`config.mk`:
```
export PLATFORM = sky130hd
export DESIGN_NAME = crossing_scheduler_flat
export DESIGN_NICKNAME = d
export VERILOG_FILES = /design/src/rtl/stoplight_pkg.sv /design/src/rtl/crossing_scheduler_if.sv /design/src/rtl/crossing_scheduler_phase_timer.sv /design/src/rtl/crossing_scheduler.sv /design/src/flat_wrapper.sv
export SDC_FILE = /design/constraint.sdc
export NUM_CORES = 1
export LEC_CHECK = 0
export BUFFER_PORTS_ARGS = -buffer_cell sky130_fd_sc_hd__buf_2
export CAP_MARGIN = 15
export CORE_AREA = 2 2 40 42
export CTS_BUF_LIST = sky130_fd_sc_hd__clkbuf_8
export CTS_CLUSTER_DIAMETER = 120
export CTS_CLUSTER_SIZE = 12
export DETAILED_ROUTE_END_ITERATION = 8
export DIE_AREA = 0 0 42 44
export PLACE_DENSITY = 0.77
export REMOVE_ABC_BUFFERS = 1
export SYNTH_ARGS = -nofsm -noshare
export SYNTH_HDL_FRONTEND = slang
export SYNTH_SLANG_ARGS = --single-unit
```
`constraint.sdc`:
```
create_clock -name clk -period 4.7 [get_ports clk]
set_clock_uncertainty 0.05 [all_clocks]
set_input_delay 0.235 -clock clk [delete_from_list [all_inputs] [get_ports clk]]
set_output_delay 0.235 -clock clk [all_outputs]
set_load 0.02 [all_outputs]
```
`src/rtl/stoplight_pkg.sv`:
```
// rtl/stoplight_pkg.sv - shared light encodings, phase states and helpers
//
// Package stoplight_pkg, imported by the Stoplight sequencer and by
// crossing_scheduler.
//   light_t  : one-hot signal head encoding (GRN=100, YLW=010, RED=001)
//   phase_t  : intersection phase states
//   max2     : constant helper used to size the phase timer
//   pros_light / wash_light : Moore decode of a phase to each head
`timescale 1ns/1ps
package stoplight_pkg;

  typedef logic [2:0] light_t;

  localparam light_t GRN = 3'b100;
  localparam light_t YLW = 3'b010;
  localparam light_t RED = 3'b001;

  typedef enum logic [2:0] {
    WASH_G = 3'd0,
    WASH_Y = 3'd1,
    ALLR_W = 3'd2,
    PROS_G = 3'd3,
    PROS_Y = 3'd4,
    ALLR_P = 3'd5,
    WALK   = 3'd6
  } phase_t;

  function automatic int max2(int a, int b);
    return (a > b) ? a : b;
  endfunction

  function automatic light_t pros_light(phase_t s);
    case (s)
      PROS_G:  return GRN;
      PROS_Y:  return YLW;
      default: return RED;
    endcase
  endfunction

  function automatic light_t wash_light(phase_t s);
    case (s)
      WASH_G:  return GRN;
      WASH_Y:  return YLW;
      default: return RED;
    endcase
  endfunction

endpackage

```
`src/rtl/crossing_scheduler_if.sv`:
```
// rtl/crossing_scheduler_if.sv - sensor/lamp bundle of the crossing scheduler
//
// Signals:
//   car_present : car waiting on Prospect (level)
//   ped_req     : pedestrian button
//   light_pros  : Prospect head, one-hot GRN/YLW/RED
//   light_wash  : Washington head, one-hot GRN/YLW/RED
//   walk        : walk lamp
//   ped_ack     : one-cycle pulse on entry to WALK
// Modports: master drives the sensors and reads the lamps; slave is the
// scheduler side.
`timescale 1ns/1ps
interface crossing_scheduler_if;
  logic       car_present;
  logic       ped_req;
  logic [2:0] light_pros;
  logic [2:0] light_wash;
  logic       walk;
  logic       ped_ack;

  modport master (
    output car_present, ped_req,
    input  light_pros, light_wash, walk, ped_ack
  );

  modport slave (
    input  car_present, ped_req,
    output light_pros, light_wash, walk, ped_ack
  );
endinterface

```
`src/rtl/crossing_scheduler_phase_timer.sv`:
```
// rtl/crossing_scheduler_phase_timer.sv - saturating per-phase cycle counter
//
// Ports:
//   clk : clock, rising edge
//   rst : synchronous active-high reset, clears the count
//   clr : synchronous clear, asserted on the edge that changes phase
//   tmr : cycles spent in the current phase, saturates at all-ones
`timescale 1ns/1ps
module phase_timer #(
  parameter int W = 4
) (
  input  logic         clk,
  input  logic         rst,
  input  logic         clr,
  output logic [W-1:0] tmr
);

  always_ff @(posedge clk) begin
    if (rst || clr) begin
      tmr <= '0;
    end else if (tmr != {W{1'b1}}) begin
      tmr <= tmr + 1'b1;
    end
  end

endmodule

```
`src/rtl/crossing_scheduler.sv`:
```
// rtl/crossing_scheduler.sv - Prospect/Washington phase scheduler
//
// Sequences both signal heads through green, yellow and all-red clearance
// with min/max green enforcement. Washington is the default road; Prospect
// is served on car_present demand.
// Optional feature macro: CROSSING_PED_PHASE_EN adds the pedestrian WALK
// phase, the latched pedestrian request and the last_pros bookkeeping.
// Without it ped_req is ignored and walk/ped_ack stay 0.
//
// Ports:
//   clk : clock, rising edge
//   rst : synchronous active-high reset
//   bus : crossing_scheduler_if.slave (car_present, ped_req in;
//         light_pros, light_wash, walk, ped_ack out)
`timescale 1ns/1ps
module crossing_scheduler
  import stoplight_pkg::*;
#(
  parameter int MIN_GREEN   = 4,
  parameter int MAX_GREEN   = 8,
  parameter int YLW_TIME    = 2,
  parameter int ALLRED_TIME = 1,
  parameter int WALK_TIME   = 3
) (
  input logic                  clk,
  input logic                  rst,
  crossing_scheduler_if.slave  bus
);

  localparam int TMAX = max2(max2(max2(MIN_GREEN, MAX_GREEN),
                                  max2(YLW_TIME, ALLRED_TIME)), WALK_TIME);
  localparam int TW   = $clog2(TMAX) + 1;

  localparam logic [TW-1:0] MIN_M1  = TW'(MIN_GREEN - 1);
  localparam logic [TW-1:0] MAX_M1  = TW'(MAX_GREEN - 1);
  localparam logic [TW-1:0] YLW_M1  = TW'(YLW_TIME - 1);
  localparam logic [TW-1:0] ALLR_M1 = TW'(ALLRED_TIME - 1);

  phase_t        state;
  phase_t        next_state;
  logic [TW-1:0] tmr;
  logic          ped_pending;
  light_t        light_pros_q;
  light_t        light_wash_q;

  // The timer restarts on exactly the edge that changes phase.
  phase_timer #(.W(TW)) u_timer (
    .clk (clk),
    .rst (rst),
    .clr (next_state != state),
    .tmr (tmr)
  );

`ifdef CROSSING_PED_PHASE_EN
  localparam logic [TW-1:0] WALK_M1 = TW'(WALK_TIME - 1);

  logic last_pros;
  logic walk_q;
  logic ped_ack_q;
  logic enter_walk;

  assign enter_walk = (next_state == WALK) && (state != WALK);

  always_ff @(posedge clk) begin
    if (rst) begin
      ped_pending <= 1'b0;
      last_pros   <= 1'b0;
      walk_q      <= 1'b0;
      ped_ack_q   <= 1'b0;
    end else begin
      // Entry into WALK consumes the request; presses during WALK are dropped.
      if (enter_walk) begin
        ped_pending <= 1'b0;
      end else if (bus.ped_req && (state != WALK)) begin
        ped_pending <= 1'b1;
      end
      if ((next_state == PROS_G) && (state != PROS_G)) begin
        last_pros <= 1'b1;
      end else if ((next_state == WASH_G) && (state != WASH_G)) begin
        last_pros <= 1'b0;
      end
      walk_q    <= (next_state == WALK);
      ped_ack_q <= enter_walk;
    end
  end

  assign bus.walk    = walk_q;
  assign bus.ped_ack = ped_ack_q;
`else
  logic unused_ped_req;

  assign unused_ped_req = bus.ped_req;
  assign ped_pending    = 1'b0;
  assign bus.walk       = 1'b0;
  assign bus.ped_ack    = 1'b0;
`endif

  always_comb begin
    next_state = state;
    case (state)
      WASH_G: if ((tmr >= MIN_M1) && (bus.car_present || ped_pending))
                next_state = WASH_Y;
      WASH_Y: if (tmr == YLW_M1) next_state = ALLR_W;
      ALLR_W: if (tmr == ALLR_M1) begin
`ifdef CROSSING_PED_PHASE_EN
                next_state = ped_pending ? WALK : PROS_G;
`else
                next_state = PROS_G;
`endif
              end
      PROS_G: if ((tmr >= MIN_M1) &&
                  (!bus.car_present || ped_pending || (tmr == MAX_M1)))
                next_state = PROS_Y;
      PROS_Y: if (tmr == YLW_M1) next_state = ALLR_P;
      ALLR_P: if (tmr == ALLR_M1) begin
`ifdef CROSSING_PED_PHASE_EN
                next_state = ped_pending ? WALK : WASH_G;
`else
                next_state = WASH_G;
`endif
              end
`ifdef CROSSING_PED_PHASE_EN
      WALK:   if (tmr == WALK_M1)
                next_state = (!last_pros && bus.car_present) ? PROS_G : WASH_G;
`endif
      default: next_state = WASH_G;
    endcase
  end

  // Lamps are registered alongside the state so they decode the state
  // register's value without a combinational path from the inputs.
  always_ff @(posedge clk) begin
    if (rst) begin
      state        <= WASH_G;
      light_pros_q <= RED;
      light_wash_q <= GRN;
    end else begin
      state        <= next_state;
      light_pros_q <= pros_light(next_state);
      light_wash_q <= wash_light(next_state);
    end
  end

  assign bus.light_pros = light_pros_q;
  assign bus.light_wash = light_wash_q;

endmodule

```
`src/flat_wrapper.sv`:
```
// flat-port wrapper written by rule: the top's interface ports become plain ports
module crossing_scheduler_flat import stoplight_pkg::*;
#(
  parameter int MIN_GREEN   = 4,
  parameter int MAX_GREEN   = 8,
  parameter int YLW_TIME    = 2,
  parameter int ALLRED_TIME = 1,
  parameter int WALK_TIME   = 3
)
  (clk, rst, bus_car_present, bus_ped_req, bus_light_pros, bus_light_wash, bus_walk, bus_ped_ack);
  crossing_scheduler_if bus_i ();
  input logic clk;
  input logic rst;
  input wire logic [$bits(bus_i.car_present)-1:0] bus_car_present;
  input wire logic [$bits(bus_i.ped_req)-1:0] bus_ped_req;
  output wire logic [$bits(bus_i.light_pros)-1:0] bus_light_pros;
  output wire logic [$bits(bus_i.light_wash)-1:0] bus_light_wash;
  output wire logic [$bits(bus_i.walk)-1:0] bus_walk;
  output wire logic [$bits(bus_i.ped_ack)-1:0] bus_ped_ack;
  assign bus_i.car_present = bus_car_present;
  assign bus_i.ped_req = bus_ped_req;
  assign bus_light_pros = bus_i.light_pros;
  assign bus_light_wash = bus_i.light_wash;
  assign bus_walk = bus_i.walk;
  assign bus_ped_ack = bus_i.ped_ack;
  crossing_scheduler #(.MIN_GREEN(MIN_GREEN), .MAX_GREEN(MAX_GREEN), .YLW_TIME(YLW_TIME), .ALLRED_TIME(ALLRED_TIME), .WALK_TIME(WALK_TIME)) u_core (.clk(clk), .rst(rst), .bus(bus_i));
endmodule
```
==> flow_metrics.tcl <==
set metrics [dict create \
    ir_worst_vdd_v 0.0002573 \
    vias_per_cell 5.550 \
    cts_resized 0 \
    root_buffer "clkbuf_8" \
    ys_types 37 \
    initial_core_util_pct 55.03 \
    ios 12 \
    wire_per_inst_um 12.62 \
    fp.dieW_um 42 \
    wirelength_mm 1.376 \
    place.gp.congestion 0.7564 \
    period_share_pct 46.21 \
    crit_type "reg2reg" \
    die-area_mm2 0.001848 \
    fill_cells 134 \
    first_iter_violations 11 \
    rows 14 \
    cts_sinks 13 \
    rsz0062_at_grt "false" \
    yosysTopAreaCell "dfxtp_1" \
    first_global_vias 536 \
    drive_above_1_share_pct 23.66 \
    setup_viol 0 \
    critPathLaunchType "register" \
    r2r_start "u_core.u_timer.tmr[0]$_SDFFE_PP0P_" \
    hold_path_end "u_core.state[0]$_SDFF_PP0_" \
    area_growth_pct 8.333 \
    reg2reg_to "u_core.u_timer.tmr[3]$_SDFFE_PP0P_" \
    synthTopCellsByArea "dfxtp_1 33%, ha_1 6.4%, nor2_1 5.8%" \
    power_per_cell_area_mw_per_mm2 463.6 \
    yosysTopAreaCellShare_pct 33.33 \
    post-place-cells 105 \
    seqCellArea_um2 260.3 \
    r2r_setup_slack_ps 2530 \
    max_cap_violations 0 \
    clkLatencyLatePin_ps 240 \
    p_leak_nw 0.3335 \
    hpwl_mm 1.028 \
    cp_max_fo 7 \
    synth-main-ff-cell "dfxtp_1" \
    htree_levels 1 \
    clockBufferDepth 2 \
    die_h_um 44 \
    hold_ws_ps 227.8 \
    syn_inst 86 \
    yosysMostFrequentCell "dfxtp_1" \
    yosys_register_bits 13 \
    synth_edf_count 0 \
    worst_setup_path_end_kind "register" \
    clk_pin_slew_worst_paths_ps 50 \
    finalSetupTns_ps 0 \
    async_flop_share_pct 0 \
    finalMaxSlewViolations 0 \
    holdBufCountCts 0 \
    ys_seq_area_share_pct 33.33 \
    grt_pass1_wl_mm 2.332 \
    port_buffers 8 \
    grt_usage_pct 17.22 \
    fmax_mhz 460.5 \
    vias 605 \
    grt_start_max_net_pins 12 \
    first_pass_iters 4 \
    cts_tree "built" \
    synth.avg_cell_area_um2 9.078 \
    syn_area_um2 780.7 \
    cts_inserted_buffers 3 \
    final_nets 102 \
    required_ps 4820 \
    n_antenna_cell 0 \
    min_path_cells 2 \
    hold_start "rst" \
    ys_warn_count 0 \
    core-area_mm2 0.001419 \
    antenna_found_initial 0 \
    instances_no_fill 109 \
    postRouteAntennaNets 0 \
    period_needed_ps 2172 \
    drc 0 \
    post-cts-setup-buffer-count 0 \
    outcome "finished, final reports clean" \
    hold_viol_final 0 \
    overflow 0 \
    cp_data_arrival_time_ps 2290 \
    hp-class "in2reg" \
    multi_input_area_um2 461.7 \
    worst_r2r_path_depth 6 \
    synthTopCellsByCount "13 x dfxtp_1, 12 x nor2_1, 5 x inv_1, 5 x nand2_1" \
]
-- routing by layer --
| layer | up-vias | global-route usage [%] | routed length [um] |
|---|---|---|---|
| met3 | 3 | 7.917 | 61 |
| met4 | 0 | 7.742 | 17 |
| li1 | 312 | - | - |
| met1 | 282 | 17.78 | 590 |
| met5 | - | 0 | 0 |
| met2 | 8 | 30.00 | 706 |
-- power by group --
part / internal, W / switching, W / leakage (nW)
Combinational: 0.0000627 / 0.0000799 / 0.201
Clock: 0.0000576 / 0.0000382 / 0.0269
Sequential: 0.000128 / 0.0000254 / 0.106
Total: 0.000249 / 0.000143 / 0.334
-- flip-flops by register name, indices dropped and copies added, names as in the netlist --
signal,count
u_core.u_timer.tmr,4
u_core.bus.light_wash,3
u_core.bus.light_pros,3
u_core.state,3
-- cell families after synthesis --
logic type	after synthesis	synth area share, %
AND/OR/NAND/NOR	37	29.97
other	1	0.4803
adder cells (fa/ha/maj)	4	6.411
multiplexers	1	1.282
AO/OA/AOI/OAI	18	19.39
buffers and inverters	11	8.013
XOR/XNOR	1	1.122
flip-flops	13	33.33
-- cell type report --
cell class / instances / area share, %
flip-flops and latches: 13 / 30.77
inverters: 5 / 2.219
clock buffers: 3 / 4.882
well taps: 16 / 2.367
repair buffers: 8 / 4.734
multi-input cells: 63 / 54.59
clock inverters: 1 / 0.4438
-- worst max path at each step --
stage                                  startpoint                                  to  cells after the start
2_1_floorplan  u_core.u_timer.tmr[0]$_SDFFE_PP0P_  u_core.u_timer.tmr[0]$_SDFFE_PP0P_                      6
3_3_place_gp   u_core.u_timer.tmr[0]$_SDFFE_PP0P_  u_core.u_timer.tmr[3]$_SDFFE_PP0P_                      6
3_5_place_dp   u_core.u_timer.tmr[0]$_SDFFE_PP0P_  u_core.u_timer.tmr[3]$_SDFFE_PP0P_                      6
4_1_cts        u_core.u_timer.tmr[0]$_SDFFE_PP0P_  u_core.u_timer.tmr[3]$_SDFFE_PP0P_                      6
5_1_grt        u_core.u_timer.tmr[0]$_SDFFE_PP0P_  u_core.u_timer.tmr[3]$_SDFFE_PP0P_                      6
6_report       u_core.u_timer.tmr[0]$_SDFFE_PP0P_  u_core.u_timer.tmr[3]$_SDFFE_PP0P_                      6
-- critical path, cell delays in order (launching register included) --
cell and delay, ps:
dfxtp_1 460, ha_1 180, or3b_4 410, and3_4 200, nor4_4 370, a32oi_2 240
a211oi_2 180
-- layout by cell type, fill, tap and decap left out --
master | synthesis | routed
dfxtp_1 | 13 | 13
nor2_1 | 12 | 12
buf_2 | 2 | 8
inv_1 | 5 | 6
nand2_1 | 5 | 5
o21ai_0 | 4 | 4
nand3_1 | 4 | 4
ha_1 | 4 | 4
a21oi_1 | 3 | 3
nor3_1 | 3 | 3
clkbuf_8 | 0 | 3
nor2b_1 | 2 | 2
a31oi_1 | 2 | 2
conb_1 | 1 | 2
or3b_2 | 1 | 1
or2b_1 | 1 | 1
nor3_4 | 1 | 1
o21bai_1 | 1 | 1
and4bb_2 | 1 | 1
a41oi_1 | 1 | 1
nor4bb_1 | 1 | 1
or3b_4 | 1 | 1
and3_4 | 1 | 1
a2111oi_4 | 1 | 1
nor4_4 | 1 | 1
nand2b_1 | 1 | 1
a21o_1 | 1 | 1
a21boi_0 | 1 | 1
o211ai_1 | 1 | 1
a32oi_2 | 1 | 1
mux2i_1 | 1 | 1
xnor2_1 | 1 | 1
a211oi_2 | 1 | 1
a21o_2 | 1 | 1
nor3b_1 | 1 | 1
and3b_2 | 1 | 1
-- metrics by stage --
| stage | total power [W] | worst slack (ps) | util [%] | instance area, um2 |
|---|---|---|---|---|
| global placement | 0.0002932 | 2567 | 56.44 | 800.8 |
| detailed placement | 0.0002992 | 2530 | 56.44 | 800.8 |
| floorplan | 0.0002664 | 2729 | - | 740.7 |
| finish | 0.0003921 | 2528 | 59.61 | 845.8 |
| global route | 0.0004174 | 2385 | 59.61 | 845.8 |
| CTS | 0.0003971 | 2508 | 59.61 | 845.8 |
No activity file was read; power rests on OpenSTA's default activity.
